### src/rtl/ppg_pkg.sv
// Shared types and constants for the CCD vertical transfer sequencer.
package ppg_pkg;

  localparam int unsigned VCON_DW = 16;
  localparam int unsigned APB_AW  = 32;
  localparam int unsigned APB_DW  = 32;

  localparam logic [APB_AW-1:0] REG_CTRL = 32'h0000_0000;
  localparam logic [APB_AW-1:0] REG_CFG0 = 32'h0000_0004;
  localparam logic [APB_AW-1:0] REG_CFG1 = 32'h0000_0008;
  localparam logic [APB_AW-1:0] REG_LINE = 32'h0000_000C;

  localparam int unsigned CTRL_START   = 0;
  localparam int unsigned CTRL_ABORT   = 1;
  localparam int unsigned STAT_BUSY    = 0;
  localparam int unsigned STAT_OVERRUN = 1;
  localparam int unsigned STAT_ARM_ERR = 2;

  typedef enum logic [2:0] {
    ST_IDLE,
    ST_DUMP,
    ST_LINE_WAIT,
    ST_V1,
    ST_GAP,
    ST_DONE
  } state_e;

  typedef struct packed {
    logic [VCON_DW-1:0] ndump;
    logic [VCON_DW-1:0] nlines;
    logic [VCON_DW-1:0] tdump;
    logic [VCON_DW-1:0] tgap;
  } cfg_t;

  // Zero-valued spacing registers behave as a spacing of one cycle.
  function automatic logic [VCON_DW-1:0] at_least_one(input logic [VCON_DW-1:0] v);
    return (v == '0) ? VCON_DW'(1) : v;
  endfunction

endpackage

### src/rtl/ppg_vseq_regs.sv
// APB register file: configuration, self-clearing START/ABORT strobes, sticky status.
module ppg_vseq_regs
  import ppg_pkg::*;
(
  input  logic               clk_fast,
  input  logic               rst_ccd,
  input  logic               psel_i,
  input  logic               penable_i,
  input  logic               pwrite_i,
  input  logic [APB_AW-1:0]  paddr_i,
  input  logic [APB_DW-1:0]  pwdata_i,
  output logic               pready_o,
  output logic [APB_DW-1:0]  prdata_o,
  input  logic               busy_i,
  input  logic [VCON_DW-1:0] line_idx_i,
  input  logic               set_overrun_i,
  input  logic               set_arm_err_i,
  input  logic               clr_sticky_i,
  output logic               start_o,
  output logic               abort_o,
  output cfg_t               cfg_o
);

  logic              pready_q;
  logic [APB_DW-1:0] prdata_q;
  logic              start_q;
  logic              abort_q;
  logic              overrun_q;
  logic              arm_err_q;
  cfg_t              cfg_q;

  logic              access_c;
  logic              wr_c;
  logic              rd_c;
  logic              wr_ctrl_c;
  logic [APB_DW-1:0] rdata_c;

  // pready_q masks the access phase so each transfer completes exactly once.
  assign access_c  = psel_i & penable_i & ~pready_q;
  assign wr_c      = access_c & pwrite_i;
  assign rd_c      = access_c & ~pwrite_i;
  assign wr_ctrl_c = wr_c & (paddr_i == REG_CTRL);

  always_comb begin
    rdata_c = '0;
    case (paddr_i)
      REG_CTRL: begin
        rdata_c[STAT_BUSY]    = busy_i;
        rdata_c[STAT_OVERRUN] = overrun_q;
        rdata_c[STAT_ARM_ERR] = arm_err_q;
      end
      REG_CFG0: rdata_c = {cfg_q.ndump, cfg_q.nlines};
      REG_CFG1: rdata_c = {cfg_q.tdump, cfg_q.tgap};
      REG_LINE: rdata_c = APB_DW'(line_idx_i);
      default:  rdata_c = '0;
    endcase
  end

  always_ff @(posedge clk_fast or negedge rst_ccd) begin
    if (!rst_ccd) begin
      pready_q  <= 1'b0;
      prdata_q  <= '0;
      start_q   <= 1'b0;
      abort_q   <= 1'b0;
      overrun_q <= 1'b0;
      arm_err_q <= 1'b0;
      cfg_q     <= '0;
    end else begin
      pready_q <= access_c;
      prdata_q <= rd_c ? rdata_c : '0;
      // ABORT written together with START suppresses the START.
      start_q  <= wr_ctrl_c & pwdata_i[CTRL_START] & ~pwdata_i[CTRL_ABORT];
      abort_q  <= wr_ctrl_c & pwdata_i[CTRL_ABORT];

      if (wr_c && paddr_i == REG_CFG0) begin
        cfg_q.ndump  <= pwdata_i[31:16];
        cfg_q.nlines <= pwdata_i[15:0];
      end
      if (wr_c && paddr_i == REG_CFG1) begin
        cfg_q.tdump <= pwdata_i[31:16];
        cfg_q.tgap  <= pwdata_i[15:0];
      end

      if (set_overrun_i)     overrun_q <= 1'b1;
      else if (clr_sticky_i) overrun_q <= 1'b0;
      if (set_arm_err_i)     arm_err_q <= 1'b1;
      else if (clr_sticky_i) arm_err_q <= 1'b0;
    end
  end

  assign pready_o = pready_q;
  assign prdata_o = prdata_q;
  assign start_o  = start_q;
  assign abort_o  = abort_q;
  assign cfg_o    = cfg_q;

endmodule

### src/rtl/ppg_vseq.sv
// Frame-level V transfer sequencer: fast-dump V23 pulses, then one V1/V2 pair per line.
module ppg_vseq
  import ppg_pkg::*;
(
  input  logic               clk_fast,
  input  logic               rst_ccd,
  input  logic               s_apb_psel,
  input  logic               s_apb_penable,
  input  logic               s_apb_pwrite,
  input  logic [APB_AW-1:0]  s_apb_paddr,
  input  logic [APB_DW-1:0]  s_apb_pwdata,
  output logic               s_apb_pready,
  output logic [APB_DW-1:0]  s_apb_prdata,
  input  logic               hd_sync,
  input  logic               ppg_armed,
  output logic               v1_trig,
  output logic               v2_trig,
  output logic               v23_trig,
  output logic               busy,
  output logic               frame_done,
  output logic [VCON_DW-1:0] line_idx
);

  state_e             state_q, state_d;
  logic [VCON_DW-1:0] dump_cnt_q, dump_cnt_d;
  logic [VCON_DW-1:0] tmr_q, tmr_d;
  logic [VCON_DW-1:0] line_idx_q, line_idx_d;
  logic [VCON_DW-1:0] nlines_q, nlines_d;
  logic               v1_q, v1_d;
  logic               v2_q, v2_d;
  logic               v23_q, v23_d;
  logic               frame_done_q, frame_done_d;
  logic               busy_q;

  logic               start_c;
  logic               abort_c;
  cfg_t               cfg_c;
  logic               set_overrun_c;
  logic               set_arm_err_c;
  logic               clr_sticky_c;
  logic [VCON_DW-1:0] tdump_eff_c;
  logic [VCON_DW-1:0] tgap_eff_c;

  ppg_vseq_regs u_regs (
    .clk_fast      (clk_fast),
    .rst_ccd       (rst_ccd),
    .psel_i        (s_apb_psel),
    .penable_i     (s_apb_penable),
    .pwrite_i      (s_apb_pwrite),
    .paddr_i       (s_apb_paddr),
    .pwdata_i      (s_apb_pwdata),
    .pready_o      (s_apb_pready),
    .prdata_o      (s_apb_prdata),
    .busy_i        (busy_q),
    .line_idx_i    (line_idx_q),
    .set_overrun_i (set_overrun_c),
    .set_arm_err_i (set_arm_err_c),
    .clr_sticky_i  (clr_sticky_c),
    .start_o       (start_c),
    .abort_o       (abort_c),
    .cfg_o         (cfg_c)
  );

  assign tdump_eff_c = at_least_one(cfg_c.tdump);
  assign tgap_eff_c  = at_least_one(cfg_c.tgap);

  always_ff @(posedge clk_fast or negedge rst_ccd) begin
    if (!rst_ccd) begin
      state_q      <= ST_IDLE;
      dump_cnt_q   <= '0;
      tmr_q        <= '0;
      line_idx_q   <= '0;
      nlines_q     <= '0;
      v1_q         <= 1'b0;
      v2_q         <= 1'b0;
      v23_q        <= 1'b0;
      frame_done_q <= 1'b0;
      busy_q       <= 1'b0;
    end else begin
      state_q      <= state_d;
      dump_cnt_q   <= dump_cnt_d;
      tmr_q        <= tmr_d;
      line_idx_q   <= line_idx_d;
      nlines_q     <= nlines_d;
      v1_q         <= v1_d;
      v2_q         <= v2_d;
      v23_q        <= v23_d;
      frame_done_q <= frame_done_d;
      busy_q       <= (state_d != ST_IDLE);
    end
  end

  // Pulses are registered on the edge that enters their state, so each is
  // high during the first cycle of that state.
  always_comb begin
    state_d       = state_q;
    dump_cnt_d    = dump_cnt_q;
    tmr_d         = tmr_q;
    line_idx_d    = line_idx_q;
    nlines_d      = nlines_q;
    v1_d          = 1'b0;
    v2_d          = 1'b0;
    v23_d         = 1'b0;
    frame_done_d  = 1'b0;
    set_arm_err_c = 1'b0;
    clr_sticky_c  = 1'b0;
    set_overrun_c = hd_sync &&
                    (state_q == ST_DUMP || state_q == ST_V1 || state_q == ST_GAP);

    if (state_q != ST_IDLE && (abort_c || !ppg_armed)) begin
      state_d       = ST_IDLE;
      set_arm_err_c = ~ppg_armed;
    end else begin
      case (state_q)
        ST_IDLE: begin
          if (start_c) begin
            if (ppg_armed) begin
              clr_sticky_c = 1'b1;
              line_idx_d   = '0;
              dump_cnt_d   = '0;
              nlines_d     = cfg_c.nlines;
              if (cfg_c.ndump != '0) begin
                state_d    = ST_DUMP;
                v23_d      = 1'b1;
                dump_cnt_d = VCON_DW'(1);
                tmr_d      = tdump_eff_c;
              end else begin
                state_d = ST_LINE_WAIT;
              end
            end else begin
              set_arm_err_c = 1'b1;
            end
          end
        end
        ST_DUMP: begin
          if (tmr_q <= VCON_DW'(1)) begin
            if (dump_cnt_q >= cfg_c.ndump) begin
              state_d = ST_LINE_WAIT;
            end else begin
              v23_d      = 1'b1;
              dump_cnt_d = dump_cnt_q + VCON_DW'(1);
              tmr_d      = tdump_eff_c;
            end
          end else begin
            tmr_d = tmr_q - VCON_DW'(1);
          end
        end
        ST_LINE_WAIT: begin
          if (line_idx_q == nlines_q) begin
            state_d      = ST_DONE;
            frame_done_d = 1'b1;
          end else if (hd_sync) begin
            state_d = ST_V1;
            v1_d    = 1'b1;
          end
        end
        ST_V1: begin
          state_d = ST_GAP;
          tmr_d   = tgap_eff_c;
        end
        ST_GAP: begin
          if (tmr_q <= VCON_DW'(1)) begin
            state_d    = ST_LINE_WAIT;
            v2_d       = 1'b1;
            line_idx_d = (line_idx_q == '1) ? line_idx_q : line_idx_q + VCON_DW'(1);
          end else begin
            tmr_d = tmr_q - VCON_DW'(1);
          end
        end
        ST_DONE: state_d = ST_IDLE;
        default: state_d = ST_IDLE;
      endcase
    end
  end

  assign v1_trig    = v1_q;
  assign v2_trig    = v2_q;
  assign v23_trig   = v23_q;
  assign busy       = busy_q;
  assign frame_done = frame_done_q;
  assign line_idx   = line_idx_q;

endmodule

### config.mk
export PLATFORM = sky130hd
export DESIGN_NAME = ppg_vseq
export DESIGN_NICKNAME = d
export VERILOG_FILES = /design/src/rtl/ppg_pkg.sv /design/src/rtl/ppg_vseq_regs.sv /design/src/rtl/ppg_vseq.sv
export SDC_FILE = /design/constraint.sdc
export NUM_CORES = 1
export LEC_CHECK = 0
export BUFFER_PORTS_ARGS = -buffer_cell sky130_fd_sc_hd__buf_2
export CORE_MARGIN = 4
export CORE_UTILIZATION = 52
export DETAILED_ROUTE_END_ITERATION = 12
export GPL_TIMING_DRIVEN = 0
export PLACE_DENSITY = 0.76
export REMOVE_ABC_BUFFERS = 1
export SETUP_SLACK_MARGIN = 0.2
export SKIP_LAST_GASP = 1
export SLEW_MARGIN = 10
export SYNTH_ARGS = -nofsm -noshare
export SYNTH_HDL_FRONTEND = slang
export SYNTH_SLANG_ARGS = --single-unit
### constraint.sdc
create_clock -name clk_fast -period 2.64 [get_ports clk_fast]
set_clock_uncertainty 0.1 [all_clocks]
set_input_delay 0.132 -clock clk_fast [delete_from_list [all_inputs] [get_ports clk_fast]]
set_output_delay 0.132 -clock clk_fast [all_outputs]
set_load 0.005 [all_outputs]
==> run_results.csv, run 1 <==
group,metric,value,unit
worst_setup_path,required,2.90,ns
timing,period_needed,2.89,ns
detailed_routing,vias_per_cell,6.30,
detailed_routing,routed_wl,26300,um
timing,tightest_slew,1.18,ns
placement,io_buffers,124,
die,die_h,137,um
synth,synth_edf_count,0,
run,drv_cap,0,
global_route,antenna_found_initial,0,
worst_setup_path,critPathMaxFanout,7,
layout,fin_cells,1255,
run_status,violations,"setup timing",
timing,finalHoldViolations,0,
worst_setup_path,end_kind,"register",
placement,gp_congestion,0.908,
placement,dpl.cell_count,1148,
pwr,p_sw,0.00214,W
worst_setup_path,cpPeakStageDelay,0.57,ns
layout,syn2layout_area_growth,31.4,%
pwr,swShare,30.4,%
global_route,grt_first_pass_wirelength,39700,um
synth,seq_area_frac_synth,50.2,%
synth,avgSynthCellArea,10.2,um2
synth,ys_ff_latch,173,
global_route,met2_usage,45.3,%
global_route,grt_pass1_vias,7535,
pwr,power_frac_seq,40.3,%
global_route,grt_overflow_total,0,
synth,synthTopCellsByArea,"dfrtp_1 (50%), mux2_2 (9.8%), nand2_1 (4.5%)",
timing,maxSlewViolCount,0,
synth,yosysTopAreaCellShare,50.2,%
run_status,status,"finished, violations left",
clock_network,cts.htree.levels,4,
global_route,grtUsageTotal,27.4,%
pwr,leakage,5.47,nW
global_route,grt.busiest_layer,"met2",
die,die_area,0.0187,mm2
layout,drive_gt1_share,34.3,%
pwr,power,0.00702,W
timing,clock.fmax,346,MHz
die,ios,125,
placement,hpwl,15800,um
worst_setup_path,cp_num_buf_inv,0,
global_route,use_met3,4.04,%
synth,synthMostInstantiatedCell,"dfrtp_1",
detailed_routing,drc,0,
synth,synth_top_flop_cell,"dfrtp_1",
timing,rsz0062_at_grt,"true",
synth,syn_area,0.00862,mm2
timing,setup_viol,38,
worst_setup_path,crit_top_cell,"or4_4",
clock_network,worstSkewPairLatency,0.44,ns
die,rows,46,
detailed_routing,ant_nets,0,
clock_network,cts_tree,"yes",
global_route,grt_max_degree,98,
die,start_util,53.7,%
worst_setup_path,cp.arrival,3.16,ns
detailed_routing,vias,7906,
clock_network,cts_buffers,17,
synth,synthArstFlopShare,100,%
synth,synth_warnings,0,
layout,stdcell_area,0.0113,mm2
die,die_w,137,um
pwr,pwr-share-clk,37.0,%
synth,synth_cells,845,
clock_network,clkSlewWorstSetupHoldPaths,0.07,ns
placement,postPlaceCellArea,0.00950,mm2
clock_network,cts_buffer_depth,2,
worst_hold_path,min_path_type,"input pin to register",
worst_setup_path,start_kind,"register",
synth,ys_types,54,
worst_setup_path,critical-path-slowest-cell,"or4_4",
layout,layout.nets,1118,
timing,min_period_over_period,110,%
timing,slew_headroom,21.2,%
timing,tns,-4.42,ns
detailed_routing,drtIter0Drc,1196,
layout,diodes,0,
worst_setup_path,path_cells,"or4_4 -> or4_4 -> nor2_4 -> nand3_4 -> a21o_4 -> or4_4 -> a21oi_2",
global_route,grt_util_met1,37.3,%
clock_network,root_buffer,"clkbuf_16",
die,coreArea,0.0161,mm2
worst_setup_path,crit_family,"simple AND/OR/NAND/NOR gates",
timing,finalWorstSetupSlack,-0.254,ns
detailed_routing,wl_per_cell,21.0,um
detailed_routing,drtPass1Iterations,7,
pwr,p_int,0.00489,W
pwr,power_frac_comb,22.7,%
worst_setup_path,crit_type,"register to register",
synth,synthTopCellsByCount,"dfrtp_1 (173), nand2_1 (104), nor2_1 (86)",
synth,synth.largest_area_cell,"dfrtp_1",
clock_network,cts_sinks,173,
pwr,p_per_area,620,mW/mm2
pwr,ir_worst_vdd,0.586,mV
-- timing repair --
item | CTS | global route
buffers inserted | 21 | 11
hold buffers | 38 | 0
hold endpoints to repair | 148 | 0
gates resized for setup | 49 | 60
cloned | 3 | 3
endpoints found under the setup margin | 83 | 77
pin swaps | 28 | 41
-- registers in the layout (all words and copies together) (netlist names), 3 cells and up --
name and flops:
nlines_q 16, u_regs.prdata_o 32, line_idx 16, dump_cnt_q 16, state_q 3, u_regs.cfg_o 64, tmr_q 16
-- layout by cell type (no fill, tap or decap), types with 4 or more instances in the layout --
cell           count
a21oi_1           19
a21oi_2            7
a221oi_1          10
a22oi_1           30
and3_1             8
buf_12             5
buf_2            123
buf_4             23
buf_6              7
clkbuf_16         19
clkinvlp_4         4
dfrtp_1          172
dlygate4sd3_1     38
ha_1              18
inv_1             26
mux2_2            75
nand2_1           97
nand2_2            7
nand3_1           20
nand4_1            8
nor2_1            84
nor2b_1            4
nor3_1            14
nor3_4             4
nor4_1            23
nor4_2             6
o21ai_0           33
o21ai_1            8
o21ai_2            7
or4_1              4
or4_4              7
xnor2_1           17
xor2_1            21
-- worst min-delay path, cell delays in order --
cell and delay [ns]:
buf_2 0.19, nor2b_1 0.15, a21oi_1 0.05
-- stage by stage --
| step | utilization (%) | hold slack, ns | worst slack (ns) |
|---|---|---|---|
| 2_1_floorplan | - | -0.264 | -0.430 |
| 3_3_place_gp | 58.1 | 0.209 | -2.68 |
| 3_5_place_dp | 59.2 | 0.0442 | -0.758 |
| 4_1_cts | 68.2 | 0.000467 | -0.187 |
| 5_1_grt | 70.5 | 0.0428 | -0.291 |
| 6_report | 70.5 | 0.0242 | -0.254 |
-- power by group through the flow --
stage,clock network (W),logic [W],registers (W)
detailed placement,0,0.000982,0.00286
finish,0.00260,0.00159,0.00283
floorplan,0,0.000640,0.00283
global placement,0,0.000933,0.00285
CTS,0.00261,0.00127,0.00281
global route,0.00274,0.00168,0.00283
-- kinds of logic after synthesis --
kind of cell | Yosys count | synth area share (%)
compound gates | 149 | 11.5
xor+xnor | 38 | 3.86
fa+ha+maj | 20 | 2.90
buf+inv | 71 | 3.21
flops | 173 | 50.2
mux | 78 | 10.6
simple gates | 316 | 17.7
-- per-layer routing --
layer,part of all wire (%),vias to the layer above
li1,-,3429
met1,39,3943
met2,50,465
met3,8.7,69
met5,0,-
met4,2.5,0
-- cell type report --
class                           instances  area, um2
Clock buffer                           18        439
Sequential cell                       173       4330
Multi-Input combinational cell        605       4520
Clock inverter                         13        164
Inverter                               27        101
Tap cell                              216        270
Timing Repair Buffer                  203       1500
Fill cell                            1069       4730
-- path summary, 6_finish.rpt --
kind                                  start                  end  slack [ns]  cells after the start
max reg2reg                        tmr_q[4]        dump_cnt_q[5]       -0.25                      7
min reg2reg                u_regs.cfg_o[36]          nlines_q[4]        0.39                      2
max in group asynchronous           rst_ccd     u_regs.cfg_o[23]        1.40                      3
min in group asynchronous           rst_ccd  u_regs.prdata_o[12]        0.16                      2
max                                tmr_q[4]        dump_cnt_q[5]       -0.25                      7
min                               ppg_armed     u_regs.arm_err_q        0.02                      3
No activity file was read; power rests on OpenSTA's default activity.
==> run 2: changes to the inputs <==
CORE_MARGIN = 3   (was 4)
CTS_CLUSTER_SIZE = 12   (was not set)
==> run_results.csv, run 2 (synthesis gave the netlist of run 1 again) <==
group,metric,value,unit
timing,finalHoldViolations,0,
worst_hold_path,min_path_type,"input pin to register",
clock_network,cts_tree,"yes",
worst_setup_path,r2r-start,"tmr_q[6]",
pwr,swShare,30.9,%
pwr,p_sw,0.00223,W
global_route,grt_pass1_vias,7690,
timing,rsz0062_at_grt,"true",
detailed_routing,drc,0,
placement,dpl.cell_count,1148,
pwr,ir_worst_vdd,0.604,mV
die,die_w,135,um
timing,finalWorstSetupSlack,-0.281,ns
timing,min_period_over_period,111,%
placement,postPlaceCellArea,0.00951,mm2
die,coreArea,0.0161,mm2
layout,final_cell_mix,"dfrtp_1 (171), buf_2 (123), nand2_1 (97)",
worst_setup_path,critical-path-slowest-cell,"or4_1",
die,rows,46,
placement,dp_slack,-0.716,ns
clock_network,cts_buffers,17,
die,die_area,0.0181,mm2
pwr,power_frac_comb,25.3,%
placement,hpwl,15900,um
die,ios,125,
placement,gp_congestion,0.864,
layout,fillers,980,
detailed_routing,drtPass1Iterations,9,
timing,tightest_slew,1.21,ns
worst_setup_path,required,2.90,ns
layout,diodes,0,
layout,layout_commonest_cell,"dfrtp_1",
worst_setup_path,critPathMaxFanout,7,
clock_network,clkSlewWorstSetupHoldPaths,0.07,ns
global_route,antenna_found_initial,0,
pwr,power,0.00723,W
pwr,pwr-share-clk,35.6,%
worst_setup_path,r2r_end,"line_idx[12]",
timing,maxSlewViolCount,0,
layout,largest_reg_flops,64,
worst_hold_path,hp-start,"ppg_armed",
layout,layout.nets,1127,
pwr,p_int,0.00500,W
pwr,power_frac_seq,39.1,%
layout,stdcell_area,0.0116,mm2
global_route,grt_overflow_total,0,
worst_setup_path,reg2reg_depth,7,
clock_network,cts_buffer_depth,2,
die,die_h,135,um
run_status,violations,"setup timing",
worst_hold_path,hold_depth,4,
pwr,p_per_area,621,mW/mm2
worst_setup_path,rrSetupSlack,-0.28,ns
run,drv_cap,0,
timing,tns,-6.38,ns
worst_setup_path,cp.arrival,3.19,ns
timing,period_needed,2.92,ns
detailed_routing,drtIter0Drc,1019,
detailed_routing,wl_per_cell,21.9,um
clock_network,worstSkewPairLatency,0.44,ns
worst_setup_path,crit_type,"register to register",
die,start_util,53.7,%
worst_setup_path,start_kind,"register",
timing,slew_headroom,19.5,%
detailed_routing,vias,8035,
worst_setup_path,cpPeakStageDelay,0.64,ns
layout,multiInputGateArea,0.00473,mm2
layout,syn2layout_area_growth,35.2,%
clock_network,cts.htree.levels,4,
placement,io_buffers,124,
detailed_routing,ant_nets,0,
clock_network,root_buffer,"clkbuf_16",
timing,clock.fmax,342,MHz
detailed_routing,routed_wl,27600,um
clock_network,cts_sinks,173,
detailed_routing,vias_per_cell,6.36,
timing,setup_viol,47,
run_status,status,"finished, violations left",
layout,fin_cells,1264,
layout,drive_gt1_share,36.5,%
pwr,leakage,5.65,nW
global_route,grt_first_pass_wirelength,39800,um
global_route,grt_max_degree,109,
worst_setup_path,path_cells,"or4_1 -> nor2_4 -> a41oi_2 -> or3_4 -> or4_4 -> xor2_1 -> nor2_1",
worst_setup_path,end_kind,"register",
global_route,grtUsageTotal,27.9,%
worst_hold_path,min_to,"u_regs.arm_err_q",
layout,regArea,0.00433,mm2
-- run 2: worst max-delay path by stage --
| stage | from | endpoint | slack (ns) | depth (start not counted) |
|---|---|---|---|---|
| CTS | tmr_q[4] | line_idx[12] | -0.19 | 7 |
| finish | tmr_q[6] | line_idx[12] | -0.28 | 7 |
| detailed placement | dump_cnt_q[0] | dump_cnt_q[9] | -0.72 | 9 |
| floorplan | tmr_q[4] | dump_cnt_q[15] | -0.43 | 7 |
| global route | tmr_q[6] | line_idx[12] | -0.36 | 7 |
| global placement | s_apb_paddr[3] | u_regs.cfg_o[25] | -2.72 | 4 |
-- run 2: power by group through the flow --
stage	Clock (W)	Sequential (W)	Combinational, W
floorplan	0	0.00283	0.000640
global placement	0	0.00286	0.000945
detailed placement	0	0.00286	0.000990
CTS	0.00259	0.00281	0.00123
global route	0.00269	0.00283	0.00191
finish	0.00258	0.00283	0.00183
-- run 2: what timing repair did --
item	4_1_cts	5_1_grt
hold endpoints to repair	137	0
pin swaps	43	60
endpoints found under the setup margin	111	55
gates resized for setup	45	124
setup buffers	18	22
hold buffers	38	0
gates cloned	3	4
-- run 2: cell type report --
type / instances / share of cell area, %
Clock inverter: 9 / 1.17
Multi-Input combinational cell: 605 / 40.6
Tap cell: 216 / 2.32
Timing Repair Buffer: 212 / 13.9
Inverter: 27 / 0.870
Clock buffer: 22 / 3.90
Sequential cell: 173 / 37.2
-- run 2: per-layer routing --
layer,routed length (um),track usage (%),up-vias
li1,-,-,3440
met1,10700,36.5,3939
met2,13300,45.4,525
met3,2480,6.00,131
met4,1250,12.0,0
met5,0,0,-
-- run 2: critical path: cells and delay by family, from the launching register on --
family / cells / cell delay, ns
xor gates and xnor gates: 1 / 0.15
and+or+nand+nor: 5 / 1.96
AOI/OAI and AO/OA: 1 / 0.19
DFF: 1 / 0.43
-- run 2: stage by stage --
step           hold WS [ns]  util (%)
3_3_place_gp          0.225      58.1
3_5_place_dp         0.0139      59.2
4_1_cts              0.0104      68.1
2_1_floorplan        -0.264         -
6_report             0.0363      72.5
5_1_grt              0.0726      72.5
